==> src/rtl/led_step_shifter.sv <==
// led_step_shifter: LED pattern register stepped by rising edges of a slow,
// asynchronous STEP_IN level. STEP_IN is synchronized into MCLK and edge
// detected. The pattern rotates left, rotates right, bounces or holds.
module led_step_shifter #(
  parameter int unsigned      WIDTH = 8,
  parameter logic [WIDTH-1:0] SEED  = WIDTH'(8'h01)
) (
  input  logic             MCLK,
  input  logic             RST_N,
  input  logic             STEP_IN,
  input  logic             EN,
  input  logic [1:0]       MODE,
  input  logic             LOAD,
  input  logic [WIDTH-1:0] LOAD_VAL,
  output logic [WIDTH-1:0] Q,
  output logic             DIR,
  output logic             STEP_PULSE
);

  typedef enum logic [1:0] {
    MODE_ROL    = 2'd0,
    MODE_ROR    = 2'd1,
    MODE_BOUNCE = 2'd2,
    MODE_HOLD   = 2'd3
  } mode_e;

  logic             s1, s2, s3;
  logic             tick;
  logic [WIDTH-1:0] q_nxt;
  logic             dir_nxt;
  mode_e            mode_sel;

  // The synchronizer resets high so that a STEP_IN that is already high
  // when reset is released does not produce a step.
  always_ff @(posedge MCLK or negedge RST_N) begin
    if (!RST_N) begin
      s1 <= 1'b1;
      s2 <= 1'b1;
      s3 <= 1'b1;
    end else begin
      s1 <= STEP_IN;
      s2 <= s1;
      s3 <= s2;
    end
  end

  assign tick     = s2 & ~s3;
  assign mode_sel = mode_e'(MODE);

  // Next pattern and direction. LOAD wins over a tick, and a tick only
  // moves the pattern when EN is set.
  always_comb begin
    q_nxt   = Q;
    dir_nxt = DIR;
    if (LOAD) begin
      q_nxt   = LOAD_VAL;
      dir_nxt = 1'b0;
    end else if (tick && EN) begin
      case (mode_sel)
        MODE_ROL: begin
          q_nxt   = {Q[WIDTH-2:0], Q[WIDTH-1]};
          dir_nxt = 1'b0;
        end
        MODE_ROR: begin
          q_nxt   = {Q[0], Q[WIDTH-1:1]};
          dir_nxt = 1'b1;
        end
        MODE_BOUNCE: begin
          // Only the end being approached is tested, so a pattern with
          // both end bits set still turns around at the correct wall.
          if (!DIR) begin
            if (Q[WIDTH-1]) begin
              dir_nxt = 1'b1;
              q_nxt   = Q >> 1;
            end else begin
              q_nxt   = Q << 1;
            end
          end else begin
            if (Q[0]) begin
              dir_nxt = 1'b0;
              q_nxt   = Q << 1;
            end else begin
              q_nxt   = Q >> 1;
            end
          end
        end
        default: begin
          q_nxt   = Q;
          dir_nxt = DIR;
        end
      endcase
    end
  end

  // Output registers. STEP_PULSE follows the tick regardless of EN, MODE
  // or LOAD.
  always_ff @(posedge MCLK or negedge RST_N) begin
    if (!RST_N) begin
      Q          <= SEED;
      DIR        <= 1'b0;
      STEP_PULSE <= 1'b0;
    end else begin
      Q          <= q_nxt;
      DIR        <= dir_nxt;
      STEP_PULSE <= tick;
    end
  end

endmodule

==> config.mk <==
export PLATFORM = sky130hd
export DESIGN_NAME = led_step_shifter
export DESIGN_NICKNAME = d
export VERILOG_FILES = /design/src/rtl/led_step_shifter.sv
export SDC_FILE = /design/constraint.sdc
export NUM_CORES = 1
export LEC_CHECK = 0
export BUFFER_PORTS_ARGS = -buffer_cell sky130_fd_sc_hd__buf_2
export CAP_MARGIN = 20
export CORE_MARGIN = 10
export CORE_UTILIZATION = 51
export CTS_CLUSTER_DIAMETER = 30
export DETAILED_ROUTE_END_ITERATION = 16
export MAX_ROUTING_LAYER = met4
export PLACE_DENSITY = 0.79
export SLEW_MARGIN = 30
export SYNTH_ARGS = -nofsm -noshare
export SYNTH_HDL_FRONTEND = slang
export SYNTH_SLANG_ARGS = --single-unit
==> constraint.sdc <==
create_clock -name MCLK -period 1.9 [get_ports MCLK]
set_input_delay 0.38 -clock MCLK [delete_from_list [all_inputs] [get_ports MCLK]]
set_output_delay 0.38 -clock MCLK [all_outputs]
set_load 0.01 [all_outputs]
== Yosys cells after proc, flatten, opt, wreduce, memory -nomap -nowiden ==
Index checks and enable logic that the tools add are counted.

* Input port bits: 15
* Flip-flop bits (word level): 13
* Output and inout port bits: 10

* Equality and inequality tests: 2
* Muxes and demuxes: 12
* Bitwise logic cells: 2
* Reductions and logical operators: 5

{| class="wikitable"
|+ Operators by type and width
! cell !! number
|-
| $mux W8 || 5
|-
| $pmux W8 S3 || 1
|-
| $mux W1 || 5
|-
| $reduce_bool A4 Y1 || 1
|-
| $pmux W1 S3 || 1
|-
| $eq A2 B1 Y1 const B || 1
|-
| $eq A2 B2 Y1 const B || 1
|-
| $logic_not A2 Y1 || 1
|-
| $reduce_and A2 Y1 || 1
|-
| $reduce_bool A2 Y1 || 1
|-
| $and A1 B1 Y1 || 1
|-
| $logic_and A1 B1 Y1 || 1
|-
| $not A1 Y1 || 1
|}

== Depth between registers and ports, before layout ==
Gate-level depths: netlist (run 1).

* Word-level depth: 5
* Gate-level depth with buffers: 8
* Depth with buffers taken out: 6

== Worst setup path after synthesis (run 1) ==
Ideal clock, no wire load.

* Kind: input to register
* Start: input MODE[0]
* End: register Q[4]
* Setup slack: 0.248 ns
* Library setup time: 0.121 ns
* Arrival: 1.531 ns
* Cell stages on the path: 7
* Cells stage by stage: inv_1 ha_1 buf_2 buf_2 a311oi_1 nand3_1 a22o_1

* Longest elaborated chain between the ends: 4
* Elaborated cells between the ends (all ways): 8
* Those cells by class: 2 x eq/ne; 3 x mux; 3 x reduce/logical

{| class="wikitable"
|+ Ends and longest elaborated chain
! item !! line !! text
|-
| start: declaration || 12 || <nowiki>input logic [1:0] MODE,</nowiki>
|-
| $eq A2 B2 Y1 (tied with other cells) || 59 || <nowiki>case (mode_sel)</nowiki>
|-
| $pmux W8 S3 || 59 ||
|-
| $mux W8 || 58 || <nowiki>end else if (tick && EN) begin</nowiki>
|-
| $mux W8 || 55 || <nowiki>if (LOAD) begin</nowiki>
|-
| end signal: assignment || 103 || <nowiki>Q <= q_nxt;</nowiki>
|-
| end: declaration || 15 || <nowiki>output logic [WIDTH-1:0] Q,</nowiki>
|}

Parallel ways exist; a longest one is shown, timed or not. The select of a mux whose other input is x is not followed.
A chain may end at the register's enable or synchronous reset.

== Worst setup path after layout (run 1) ==
* Start: input MODE[1]
* End: register Q[0]

Same word-level chain as after synthesis.

==> results of run 1 <==
## per-stage QoR
stage	hold WS (ps)	cell area (µm²)
finish	188	1080
global route	166	1080
CTS	181	1080
detailed placement	286	1040
global placement	282	1040
floorplan	84.4	927
## placed cells by master, fill, tap and decap left out
master	Yosys	routed
buf_2	4	24
nor2_1	14	14
nand2_1	11	11
dfrtp_1	9	9
nor2b_1	6	6
inv_1	5	5
nand3_1	5	5
dfstp_2	4	4
nand3b_1	4	4
nand4_1	4	4
a311oi_1	4	4
a22o_1	4	4
ha_1	4	4
a21oi_1	3	3
clkbuf_4	0	3
o21ai_0	2	2
a211oi_1	2	2
o31ai_1	2	2
nor3_1	2	2
buf_4	0	2
and2b_2	1	1
o311ai_4	1	1
o311a_1	1	1
or2_1	1	1
and2_4	1	1
o21ai_4	1	1
a21oi_2	1	1
o31ai_2	1	1
a31oi_1	1	1
a2111oi_4	1	1
clkinv_2	0	1
dlygate4sd3_1	0	1
## final timing paths
path,start,endpoint,slack [ps],cells past startpoint
worst max-delay path,MODE[1],Q[0],270,6
worst min-delay path,STEP_IN,s1,190,1
worst max register to register,s2,Q[7],290,5
worst min register to register,s1,s2,360,0
max in group asynchronous,RST_N,Q[0],1110,2
min in group asynchronous,RST_N,STEP_PULSE,500,2
## registers in the layout, summed over array words and instances, names as in the netlist
signal	count
s3	1
Q	8
STEP_PULSE	1
DIR	1
s1	1
s2	1
## critical path: cells and delay by family
| family | cells | cell delay [ps] |
|---|---|---|
| adder cells (fa/ha/maj) | 1 | 630 |
| AO/OA/AOI/OAI | 1 | 120 |
| AND/OR/NAND/NOR | 2 | 550 |
| buffers and inverters | 2 | 160 |
## per-layer routing
metal  vias up  GRT usage [%]  share of wire [%]
li1        411              -                  -
met3         5           3.41                4.3
met2        26           17.1                 47
met5         -              -                  0
met1       404           13.6                 46
met4         0           5.87                2.1
## cell type report
type | count | area, µm² | area share, %
Tap cell | 25 | 31.3 | 2.89
Sequential cell | 13 | 330 | 30.6
Timing Repair Buffer | 27 | 145 | 13.4
Clock inverter | 1 | 5.00 | 0.463
Multi-Input combinational cell | 77 | 528 | 48.8
Inverter | 5 | 18.8 | 1.74
Clock buffer | 3 | 22.5 | 2.08
## cell families after synthesis
family	Yosys count	share of synthesized area (%)
flops	13	35.6
simple gates	49	26.5
fa+ha+maj	4	5.40
buf+inv	13	7.42
compound gates	24	25.1
## power by group through the flow
| stage | Combinational [µW] | Clock (µW) | Sequential, µW |
|---|---|---|---|
| global placement | 176 | 0 | 334 |
| floorplan | 119 | 0 | 339 |
| detailed placement | 182 | 0 | 336 |
| CTS | 184 | 182 | 331 |
| finish | 183 | 175 | 331 |
| global route | 200 | 200 | 336 |
==> Implementation_results.wiki, run 1 <==
{| class="wikitable"
! Metric !! Value
|-
| Antenna cells || 0
|-
| Fraction of post-synthesis cell area in the top cell type by area || 24.3%
|-
| Run status || finished, final reports clean
|-
| Required time at the endpoint of the critical path || 2110 ps
|-
| Relative area change from synthesis to final layout || 16.6%
|-
| Max Fanout on Critical Path || 20
|-
| Detailed placement HPWL || 1650 µm
|-
| Arrival @ worst endpoint || 1840 ps
|-
| Time the final worst path needs with I/O delays and setup || 1630 ps
|-
| Clock network fraction of total power || 25.5%
|-
| Number of H-tree branching levels || 1
|-
| Wire length reported by the detailed router || 2200 µm
|-
| Detailed Route Iter0 Violations || 14
|-
| Slew margin rel. || 63.6%
|-
| Starting Density || 53.7%
|-
| RSZ-0062 raised after global routing || false
|-
| Global-route wire length before repair || 3640 µm
|-
| CTS tree || built
|-
| Count of warnings emitted by yosys || 0
|-
| PwrDens || 637 mW/mm²
|-
| Overall power after layout || 689 µW
|-
| Sw Ratio || 33.0%
|-
| Final Cycle Share || 86.0%
|-
| Worst slack after detailed placement || -39.2 ps
|-
| Total track usage || 11.5%
|-
| Layout cells sized above 1 || 32.5%
|-
| Antenna violations before repair || 0
|-
| Clock buffers created by TritonCTS || 3
|-
| Net count of the mapped netlist || 122
|-
| Post-DR wirelength/cell || 14.6 µm
|-
| Cell taking the most area after synthesis || dfrtp_1
|-
| CTS Sinks || 13
|-
| Summed negative setup slack over all endpoints || 0 ps
|-
| Kind of capture point of the worst setup path || flip-flop
|-
| Io pins || 25
|-
| Synthesized cell area || 927 µm²
|-
| Max incr delay on CP || 630 ps
|-
| Cell with the biggest individual delay on the critical path || ha_1
|-
| Switching component of the power || 227 µW
|-
| Clock edge transition at the registers on the reported setup and hold paths || 80 ps
|-
| Most common cell in the netlist || nor2_1
|-
| Clock network latency to the later pin of the worst-skew pair || 290 ps
|-
| Final Hold Violating Endpoints || 0
|-
| Synthesized area divided by synthesized cell count || 9.00 µm²
|-
| Final antenna-violating net count || 0
|-
| Number of distinct library cells after synthesis || 30
|-
| Count of flip-flops with a built-in enable after synthesis || 0
|-
| Die outline width || 62.6 µm
|-
| Port Buffer Count || 24
|-
| Post-CTS Repair Setup Buffers || 0
|-
| Gate count of the mapped netlist || 103
|-
| Fmax || 0.612 GHz
|-
| Buffer depth of the longest clock path || 2
|-
| Tightest Pin Transition || 546 ps
|-
| Final count of pins violating max slew || 0
|-
| Most instantiated flip-flop cell in the synthesis netlist || dfrtp_1
|-
| Max capacitance violation total || 0
|-
| Critical path launch point type || input port
|-
| Final standard cell utilization of the core || 62.6%
|-
| Synthesis-stage register bit count || 13
|-
| Post-route DRC violation count || 0
|-
| Largest clock skew in the final design || 1.25 ps
|-
| Async S/R FF share, synth || 100%
|-
| # setup viols final || 0
|-
| Internal power of the cells || 462 µW
|-
| Most instantiated cells after synthesis || nor2_1 (14), nand2_1 (11), dfrtp_1 (9)
|-
| Grt total ovfl || 0
|-
| Maximum number of pins on one net before global-route repair || 21
|-
| Die height || 62.6 µm
|-
| DR vias/cell || 5.60
|-
| DIE AREA || 0.00392 mm²
|-
| Total of hold buffers inserted after clock tree synthesis || 1
|-
| Count of fill cells added during filler insertion || 158
|-
| Hold crit path type || in -> reg
|-
| Reg power frac || 48.0%
|-
| Via count of the first global-routing pass || 788
|-
| CP Cell Sequence || buf_2 > inv_1 > ha_1 > nor2b_1 > a2111oi_4 > nor3_1
|-
| Quantity of gates resized following cts || 0
|-
| Clock root buffer || clkbuf_4
|-
| Setup WS post-layout || 265 ps
|-
| Nets || 146
|-
| Final Instance Count excl. Fillers || 151
|-
| Worst Path Class, Setup || in -> reg
|-
| Vias after detailed routing || 846
|-
| Number of placement rows || 15
|-
| Share of power burned in combinational logic || 26.5%
|-
| Instance count after placement with tap cells included || 146
|-
| Number of iterations in the first detailed-routing pass || 5
|-
| Largest cells by area after synthesis || dfrtp_1 (24%), dfstp_2 (11%), nor2_1 (5.7%)
|-
| Worst vdd rail ir drop || 351 µV
|-
| Proportion of synthesized chip area in sequential cells || 35.6%
|-
| Static Leakage || 0.000461 µW
|-
| Core region area || 0.00173 mm²
|-
| Routability Congestion || 0.838
|}
Note: power is estimated with default switching activity, not from simulation.
==> run 2, diff against run 1 <==
--- a/config.mk
+++ b/config.mk
@@ -5,14 +5,15 @@
 export SDC_FILE = /design/constraint.sdc
 export NUM_CORES = 1
 export LEC_CHECK = 0
+export ABC_AREA = 1
 export BUFFER_PORTS_ARGS = -buffer_cell sky130_fd_sc_hd__buf_2
 export CAP_MARGIN = 20
 export CORE_MARGIN = 10
-export CORE_UTILIZATION = 51
+export CORE_UTILIZATION = 49
 export CTS_CLUSTER_DIAMETER = 30
 export DETAILED_ROUTE_END_ITERATION = 16
 export MAX_ROUTING_LAYER = met4
-export PLACE_DENSITY = 0.79
+export PLACE_DENSITY = 0.77
 export SLEW_MARGIN = 30
 export SYNTH_ARGS = -nofsm -noshare
 export SYNTH_HDL_FRONTEND = slang
==> Implementation_results.wiki, run 2 <==
{| class="wikitable"
! Metric !! Value
|-
| Static Leakage || 0.000542 µW (was 0.000461 µW)
|-
| Port Buffer Count || 24 (unchanged)
|-
| Synthesis-stage register bit count || 13 (unchanged)
|-
| Time the final worst path needs with I/O delays and setup || 1400 ps (was 1630 ps)
|-
| Antenna violations before repair || 0 (unchanged)
|-
| Vias after detailed routing || 845 (was 846)
|-
| Relative area change from synthesis to final layout || 18.9% (was 16.6%)
|-
| Async S/R FF share, synth || 100% (unchanged)
|-
| Leading cell type in the layout, fill and taps excluded || nand2_1 (was buf_2)
|-
| Starting Density || 53.9% (was 53.7%)
|-
| Clock buffers created by TritonCTS || 3 (unchanged)
|-
| CTS Sinks || 13 (unchanged)
|-
| # setup viols final || 0 (unchanged)
|-
| Largest clock skew in the final design || 5.36 ps (was 1.25 ps)
|-
| Maximum number of pins on one net before global-route repair || 19 (was 21)
|-
| Post-route DRC violation count || 0 (unchanged)
|-
| Final Instance Count excl. Fillers || 159 (was 151)
|-
| Kind of capture point of the worst setup path || primary output (was flip-flop)
|-
| WHS Path Cells || 1 (unchanged)
|-
| DR vias/cell || 5.31 (was 5.60)
|-
| Most frequent cells in the layout || nand2_1 (38), buf_2 (24), nor2_1 (20), nand3_1 (18) (was buf_2 (24), nor2_1 (14), nand2_1 (11), dfrtp_1 (9), nor2b_1 (6))
|-
| Most instantiated flip-flop cell in the synthesis netlist || dfrtp_1 (unchanged)
|-
| Setup WS post-layout || 502 ps (was 265 ps)
|-
| Final Cycle Share || 73.6% (was 86.0%)
|-
| Summed negative setup slack over all endpoints || 0 ps (unchanged)
|-
| Io pins || 25 (unchanged)
|-
| Final cell area excluding filler cells || 1000 µm² (was 0.00108 mm²)
|-
| Cell with the biggest individual delay on the critical path || dfstp_2 (was ha_1)
|-
| Launch point of the worst hold path || STEP_IN (unchanged)
|-
| Clock network latency to the later pin of the worst-skew pair || 280 ps (was 290 ps)
|-
| Post-DR wirelength/cell || 12.7 µm (was 14.6 µm)
|-
| Fmax || 0.715 GHz (was 0.612 GHz)
|-
| Max incr delay on CP || 590 ps (was 630 ps)
|-
| Worst slack after detailed placement || 225 ps (was -39.2 ps)
|-
| Most instantiated cells after synthesis || nand2_1 (38), nor2_1 (20), nand3_1 (18) (was nor2_1 (14), nand2_1 (11), dfrtp_1 (9))
|-
| Die height || 61.4 µm (was 62.6 µm)
|-
| Routability Congestion || 0.820 (was 0.838)
|-
| Detailed placement HPWL || 1510 µm (was 1650 µm)
|-
| Proportion of synthesized chip area in sequential cells || 39.3% (was 35.6%)
|-
| Reg2reg end || Q[4] (was Q[7])
|-
| Overall power after layout || 721 µW (was 689 µW)
|-
| Startpoint of the worst register-to-register path || Q[0] (was s2)
|-
| Final Hold Violating Endpoints || 0 (unchanged)
|-
| Layout cells sized above 1 || 25.9% (was 32.5%)
|-
| Max Fanout on Critical Path || 6 (was 20)
|-
| Grt total ovfl || 0 (unchanged)
|-
| Core region area || 0.00156 mm² (was 0.00173 mm²)
|-
| Hold crit path type || in -> reg (unchanged)
|-
| Global-route wire length before repair || 3380 µm (was 3640 µm)
|-
| Largest cells by area after synthesis || dfrtp_1 (27%), nand2_1 (17%), dfstp_2 (13%) (was dfrtp_1 (24%), dfstp_2 (11%), nor2_1 (5.7%))
|-
| Synthesized cell area || 841 µm² (was 927 µm²)
|-
| CTS tree || built (unchanged)
|-
| Worst Path Buf+Inv || 1 (was 2)
|-
| Instance count after placement with tap cells included || 154 (was 146)
|-
| Quantity of gates resized following cts || 0 (unchanged)
|-
| Count of fill cells added during filler insertion || 148 (was 158)
|-
| Run status || finished, final reports clean (unchanged)
|-
| Fraction of post-synthesis cell area in the top cell type by area || 26.8% (was 24.3%)
|-
| Register name with the most flops || Q (unchanged)
|-
| Clock root buffer || clkbuf_4 (unchanged)
|-
| Detailed Route Iter0 Violations || 14 (unchanged)
|-
| Clock edge transition at the registers on the reported setup and hold paths || 80 ps (about the same)
|-
| Antenna cells || 0 (unchanged)
|-
| Buffer depth of the longest clock path || 2 (unchanged)
|-
| Arrival @ worst endpoint || 1020 ps (was 1840 ps)
|-
| DIE AREA || 0.00377 mm² (was 0.00392 mm²)
|-
| Cell taking the most area after synthesis || dfrtp_1 (unchanged)
|-
| Gate count of the mapped netlist || 116 (was 103)
|-
| Nets || 163 (was 146)
|-
| Final antenna-violating net count || 0 (unchanged)
|-
| Number of placement rows || 14 (was 15)
|-
| FF-to-FF setup slack || 500 ps (was 290 ps)
|-
| Total track usage || 12.0% (was 11.5%)
|-
| Number of distinct library cells after synthesis || 17 (was 30)
|-
| Tightest Pin Transition || 486 ps (was 546 ps)
|-
| Depth of the most critical reg-to-reg path || 7 (was 5)
|-
| Slew margin rel. || 67.6% (was 63.6%)
|-
| Worst Path Class, Setup || reg -> out (was in -> reg)
|-
| Cell family with most CP delay || flip-flops (was adder cells)
|-
| Final count of pins violating max slew || 0 (unchanged)
|-
| Most common cell in the netlist || nand2_1 (was nor2_1)
|-
| Number of H-tree branching levels || 1 (unchanged)
|-
| PwrDens || 722 mW/mm² (was 637 mW/mm²)
|-
| Synthesized area divided by synthesized cell count || 7.25 µm² (was 9.00 µm²)
|-
| Instance area after placement || 962 µm² (was 0.00104 mm²)
|-
| Via count of the first global-routing pass || 809 (was 788)
|-
| Number of flip-flops in the largest register || 8 (unchanged)
|-
| Required time at the endpoint of the critical path || 1520 ps (was 2110 ps)
|-
| Hold Crit Endpoint || s1 (unchanged)
|-
| Worst vdd rail ir drop || 579 µV (was 351 µV)
|-
| Net count of the mapped netlist || 135 (was 122)
|-
| CP Cell Sequence || buf_2 (was buf_2 > inv_1 > ha_1 > nor2b_1 > a2111oi_4 > nor3_1)
|-
| Count of flip-flops with a built-in enable after synthesis || 0 (unchanged)
|-
| Die outline width || 61.4 µm (was 62.6 µm)
|-
| Max capacitance violation total || 0 (unchanged)
|-
| Wire length reported by the detailed router || 2020 µm (was 2200 µm)
|-
| RSZ-0062 raised after global routing || false (unchanged)
|-
| Count of warnings emitted by yosys || 0 (unchanged)
|-
| Critical path launch point type || flip-flop (was input port)
|-
| Number of iterations in the first detailed-routing pass || 4 (was 5)
|}
## run 2: kinds of logic after synthesis
group,synth area share (%)
DFF,39.3
AOI/OAI and AO/OA,4.17
and+or+nand+nor,44.3
adders and majority gates,5.95
buffers and inverters,6.25
## run 2: metal layers
metal / global-route usage (%) / vias to the layer above / wire [µm]
met5: - / - / 0
met4: 5.73 / 0 / 34
met3: 2.06 / 5 / 89
met2: 20.3 / 23 / 959
met1: 13.4 / 390 / 933
li1: - / 427 / -
## run 2: final cells by class
| type | count | area [µm²] | share of cell area [%] |
|---|---|---|---|
| well taps | 16 | 20.0 | 2.00 |
| flip-flops and latches | 13 | 330 | 33.0 |
| inverters | 9 | 33.8 | 3.38 |
| clock inverters | 1 | 5.00 | 0.501 |
| repair buffers | 25 | 130 | 13.0 |
| multi-input cells | 92 | 458 | 45.8 |
| clock buffers | 3 | 22.5 | 2.25 |
## run 2: worst max-delay path by stage
stage               cells past startpoint  slack [ps]  startpoint  endpoint
floorplan                               8         550     MODE[0]       DIR
global placement                        9         300     MODE[1]      Q[4]
detailed placement                      9         220     MODE[1]      Q[4]
CTS                                     1         500        Q[0]      Q[0]
global route                            9         370     MODE[1]      Q[4]
finish                                  1         500        Q[0]      Q[0]
## run 2: what timing repair did
action	CTS	global route
setup buffers	0	0
hold endpoints to repair	9	0
hold buffers	1	0
## run 2: metrics by stage
step | hold slack (ps) | util, %
final | 186 | 64.1
after global routing | 176 | 64.1
after CTS | 182 | 64.1
after detailed placement | 278 | 61.7
after global placement | 277 | 61.7
after floorplan | 84.4 | -
## run 2: power by group
group	total [µW]	internal, µW	switching [µW]	leakage [µW]
Sequential	347	312	35.4	0.000154
Clock	173	78.3	95.0	0.0000177
Combinational	201	80.5	120	0.000369
==> run 3, diff against run 2 <==
--- a/config.mk
+++ b/config.mk
@@ -9,11 +9,11 @@
 export BUFFER_PORTS_ARGS = -buffer_cell sky130_fd_sc_hd__buf_2
 export CAP_MARGIN = 20
 export CORE_MARGIN = 10
-export CORE_UTILIZATION = 49
+export CORE_UTILIZATION = 45
 export CTS_CLUSTER_DIAMETER = 30
 export DETAILED_ROUTE_END_ITERATION = 16
 export MAX_ROUTING_LAYER = met4
-export PLACE_DENSITY = 0.77
+export PLACE_DENSITY = 0.75
 export SLEW_MARGIN = 30
 export SYNTH_ARGS = -nofsm -noshare
 export SYNTH_HDL_FRONTEND = slang
==> constraint.sdc (replaced) <==
create_clock -name MCLK -period 1.2 [get_ports MCLK]
set_input_delay 0.24 -clock MCLK [delete_from_list [all_inputs] [get_ports MCLK]]
set_output_delay 0.24 -clock MCLK [all_outputs]
set_load 0.01 [all_outputs]
==> Implementation_results.wiki, run 3 (same netlist as run 2, synthesis figures left out) <==
{| class="wikitable"
! Metric !! Value
|-
| Time the final worst path needs with I/O delays and setup || 1310 ps
|-
| Tightest Pin Transition || 302 ps (was 486 ps)
|-
| Run status || finished, violations left (was finished, final reports clean)
|-
| Post-route DRC violation count || 0 (unchanged)
|-
| Setup WS post-layout || -109 ps (was 502 ps)
|-
| Worst Path Class, Setup || reg -> reg (was reg -> out)
|-
| Violated checks || setup timing
|-
| Io pins || 25 (unchanged)
|-
| Detailed Route Iter0 Violations || 39 (was 14)
|-
| Cell with the biggest individual delay on the critical path || dfstp_2 (unchanged)
|-
| Detailed placement HPWL || 1680 µm (was 1510 µm)
|-
| Core region area || 0.00175 mm² (was 0.00156 mm²)
|-
| RSZ-0062 raised after global routing || true (was false)
|-
| PwrDens || 1060 mW/mm² (was 722 mW/mm²)
|-
| Final Instance Count excl. Fillers || 184 (was 159)
|-
| Maximum number of pins on one net before global-route repair || 19 (unchanged)
|-
| Buffer depth of the longest clock path || 2 (unchanged)
|-
| Slew margin rel. || 79.9% (was 67.6%)
|-
| Worst vdd rail ir drop || 913 µV (was 579 µV)
|-
| # setup viols final || 12 (was 0)
|-
| Critical path launch point type || flip-flop (unchanged)
|-
| Register name with the most flops || Q (unchanged)
|-
| Vias after detailed routing || 880 (was 845)
|-
| Nets || 179 (was 163)
|-
| Number of H-tree branching levels || 1 (unchanged)
|-
| Arrival @ worst endpoint || 1540 ps (was 1020 ps)
|-
| Starting Density || 48.2% (was 53.9%)
|-
| Count of fill cells added during filler insertion || 144 (was 148)
|-
| Die outline width || 63.2 µm (was 61.4 µm)
|-
| Clock edge transition at the registers on the reported setup and hold paths || 80 ps (about the same)
|-
| Wire length reported by the detailed router || 2270 µm (was 2020 µm)
|-
| Final Cycle Share || 109%
|-
| Port Buffer Count || 24 (unchanged)
|-
| Clock buffers created by TritonCTS || 3 (unchanged)
|-
| Top cell by count, worst path || nor2_4
|-
| Relative area change from synthesis to final layout || 43.3% (was 18.9%)
|-
| Max Fanout on Critical Path || 18 (was 6)
|-
| Routability Congestion || 0.906 (was 0.820)
|-
| FF-to-FF setup slack || -110 ps (was 500 ps)
|-
| Via count of the first global-routing pass || 832 (was 809)
|-
| CP Cell Sequence || inv_2 > nor2_4 > nand2_1 > nor2_2 > nor2_4 > buf_12 > nor2_4 > nand2_2 > nand2_1 (was buf_2)
|-
| Hold crit path type || in -> reg (unchanged)
|-
| Instance count after placement with tap cells included || 173 (was 154)
|-
| Hold_ws || 51.2 ps (was 186 ps)
|-
| Leading cell type in the layout, fill and taps excluded || nand2_1 (unchanged)
|-
| CTS Sinks || 13 (unchanged)
|-
| Most frequent cells in the layout || nand2_1 (35), buf_2 (21), nand3_1 (18), nor2_1 (16), buf_4 (12) (was nand2_1 (38), buf_2 (24), nor2_1 (20), nand3_1 (18))
|-
| Antenna violations before repair || 0 (unchanged)
|-
| Final antenna-violating net count || 0 (unchanged)
|-
| Final count of pins violating max slew || 0 (unchanged)
|-
| Largest clock skew in the final design || 2.96 ps (was 5.36 ps)
|-
| Kind of capture point of the worst setup path || flip-flop (was primary output)
|-
| Grt total ovfl || 0 (unchanged)
|-
| Clock root buffer || clkbuf_4 (unchanged)
|-
| Number of placement rows || 15 (was 14)
|-
| Layout cells sized above 1 || 40.9% (was 25.9%)
|-
| Max capacitance violation total || 0 (unchanged)
|-
| Final Hold Violating Endpoints || 0 (unchanged)
|-
| DR vias/cell || 4.78 (was 5.31)
|-
| Max incr delay on CP || 540 ps (was 590 ps)
|-
| Antenna cells || 0 (unchanged)
|-
| Global-route wire length before repair || 3740 µm (was 3380 µm)
|-
| Post-DR wirelength/cell || 12.3 µm (was 12.7 µm)
|-
| Die height || 63.2 µm (was 61.4 µm)
|-
| DIE AREA || 0.00400 mm² (was 0.00377 mm²)
|-
| Number of iterations in the first detailed-routing pass || 4 (unchanged)
|-
| Total track usage || 11.8% (was 12.0%)
|-
| Number of flip-flops in the largest register || 8 (unchanged)
|-
| Required time at the endpoint of the critical path || 1430 ps (was 1520 ps)
|-
| Clock network latency to the later pin of the worst-skew pair || 290 ps (was 280 ps)
|-
| Fmax || 0.764 GHz
|-
| Static Leakage || 0.000632 µW (was 0.000542 µW)
|-
| CTS tree || built (unchanged)
|}
==> run 3: cell count changes in the layout (fill, tap and decap cells not counted), moves of 3 or more <==
cell	change
nor2_2	+3
buf_2	-3
nand2_1	-3
nand2_2	+3
nor2_1	-4
buf_4	+12
buf_6	+6
==> run 3: worst paths after layout <==
path                         start   end  cells after the start
hold / removal             STEP_IN    s1                      1
hold reg to reg                 s1    s2                      0
min in group asynchronous    RST_N  Q[3]                      2
setup reg to reg                s2  Q[1]                      9
max in group asynchronous    RST_N    s3                      2
setup / recovery                s2  Q[1]                      9
==> run 3: critical path, delay by kind of cell, from the launching register on <==
family        cells  cell delay, ps
buf+inv           2             190
simple gates      7             520
flops             1             540
==> run 3: report_power, final <==
group | leakage, µW | switching, µW | internal [µW]
combinational | 0.000459 | 233 | 223
sequential | 0.000154 | 51.0 | 494
clock | 0.0000177 | 156 | 124
==> run 3: cell type report <==
| type | count | area [µm²] | share of cell area (%) |
|---|---|---|---|
| clock buffers | 3 | 22.5 | 1.87 |
| repair buffers | 41 | 293 | 24.3 |
| inverters | 9 | 33.8 | 2.80 |
| clock inverters | 1 | 5.00 | 0.415 |
| multi-input cells | 92 | 489 | 40.6 |
| flip-flops and latches | 13 | 330 | 27.4 |
| well taps | 25 | 31.3 | 2.60 |
==> run 3: per-stage QoR <==
| step | util [%] | instance area (µm²) | total power, µW | setup slack, ps | setup TNS, ps |
|---|---|---|---|---|---|
| 5_1_grt | 69.0 | 1200 | 1360 | -182 | -1680 |
| 4_1_cts | 67.2 | 1170 | 1260 | -118 | -1030 |
| 3_3_place_gp | 61.4 | 1070 | 922 | -165 | -1310 |
| 6_report | 69.0 | 1200 | 1280 | -109 | -847 |
| 3_5_place_dp | 61.4 | 1070 | 934 | -221 | -1690 |
| 2_1_floorplan | - | 851 | 760 | -10.8 | -59.2 |
==> run 3: per-layer routing <==
metal  share of wire (%)  GRT usage [%]
met1                  48           13.4
met2                  45           18.8
met3                 5.4           3.53
met4                 1.8           4.92
met5                   0              -
==> run 3: what timing repair did <==
item	4_1_cts	5_1_grt
pin swaps	2	3
gates resized for setup	8	5
buffers inserted	5	3
hold buffers	1	0
endpoints found under the setup margin	12	12
hold endpoints to repair	9	0
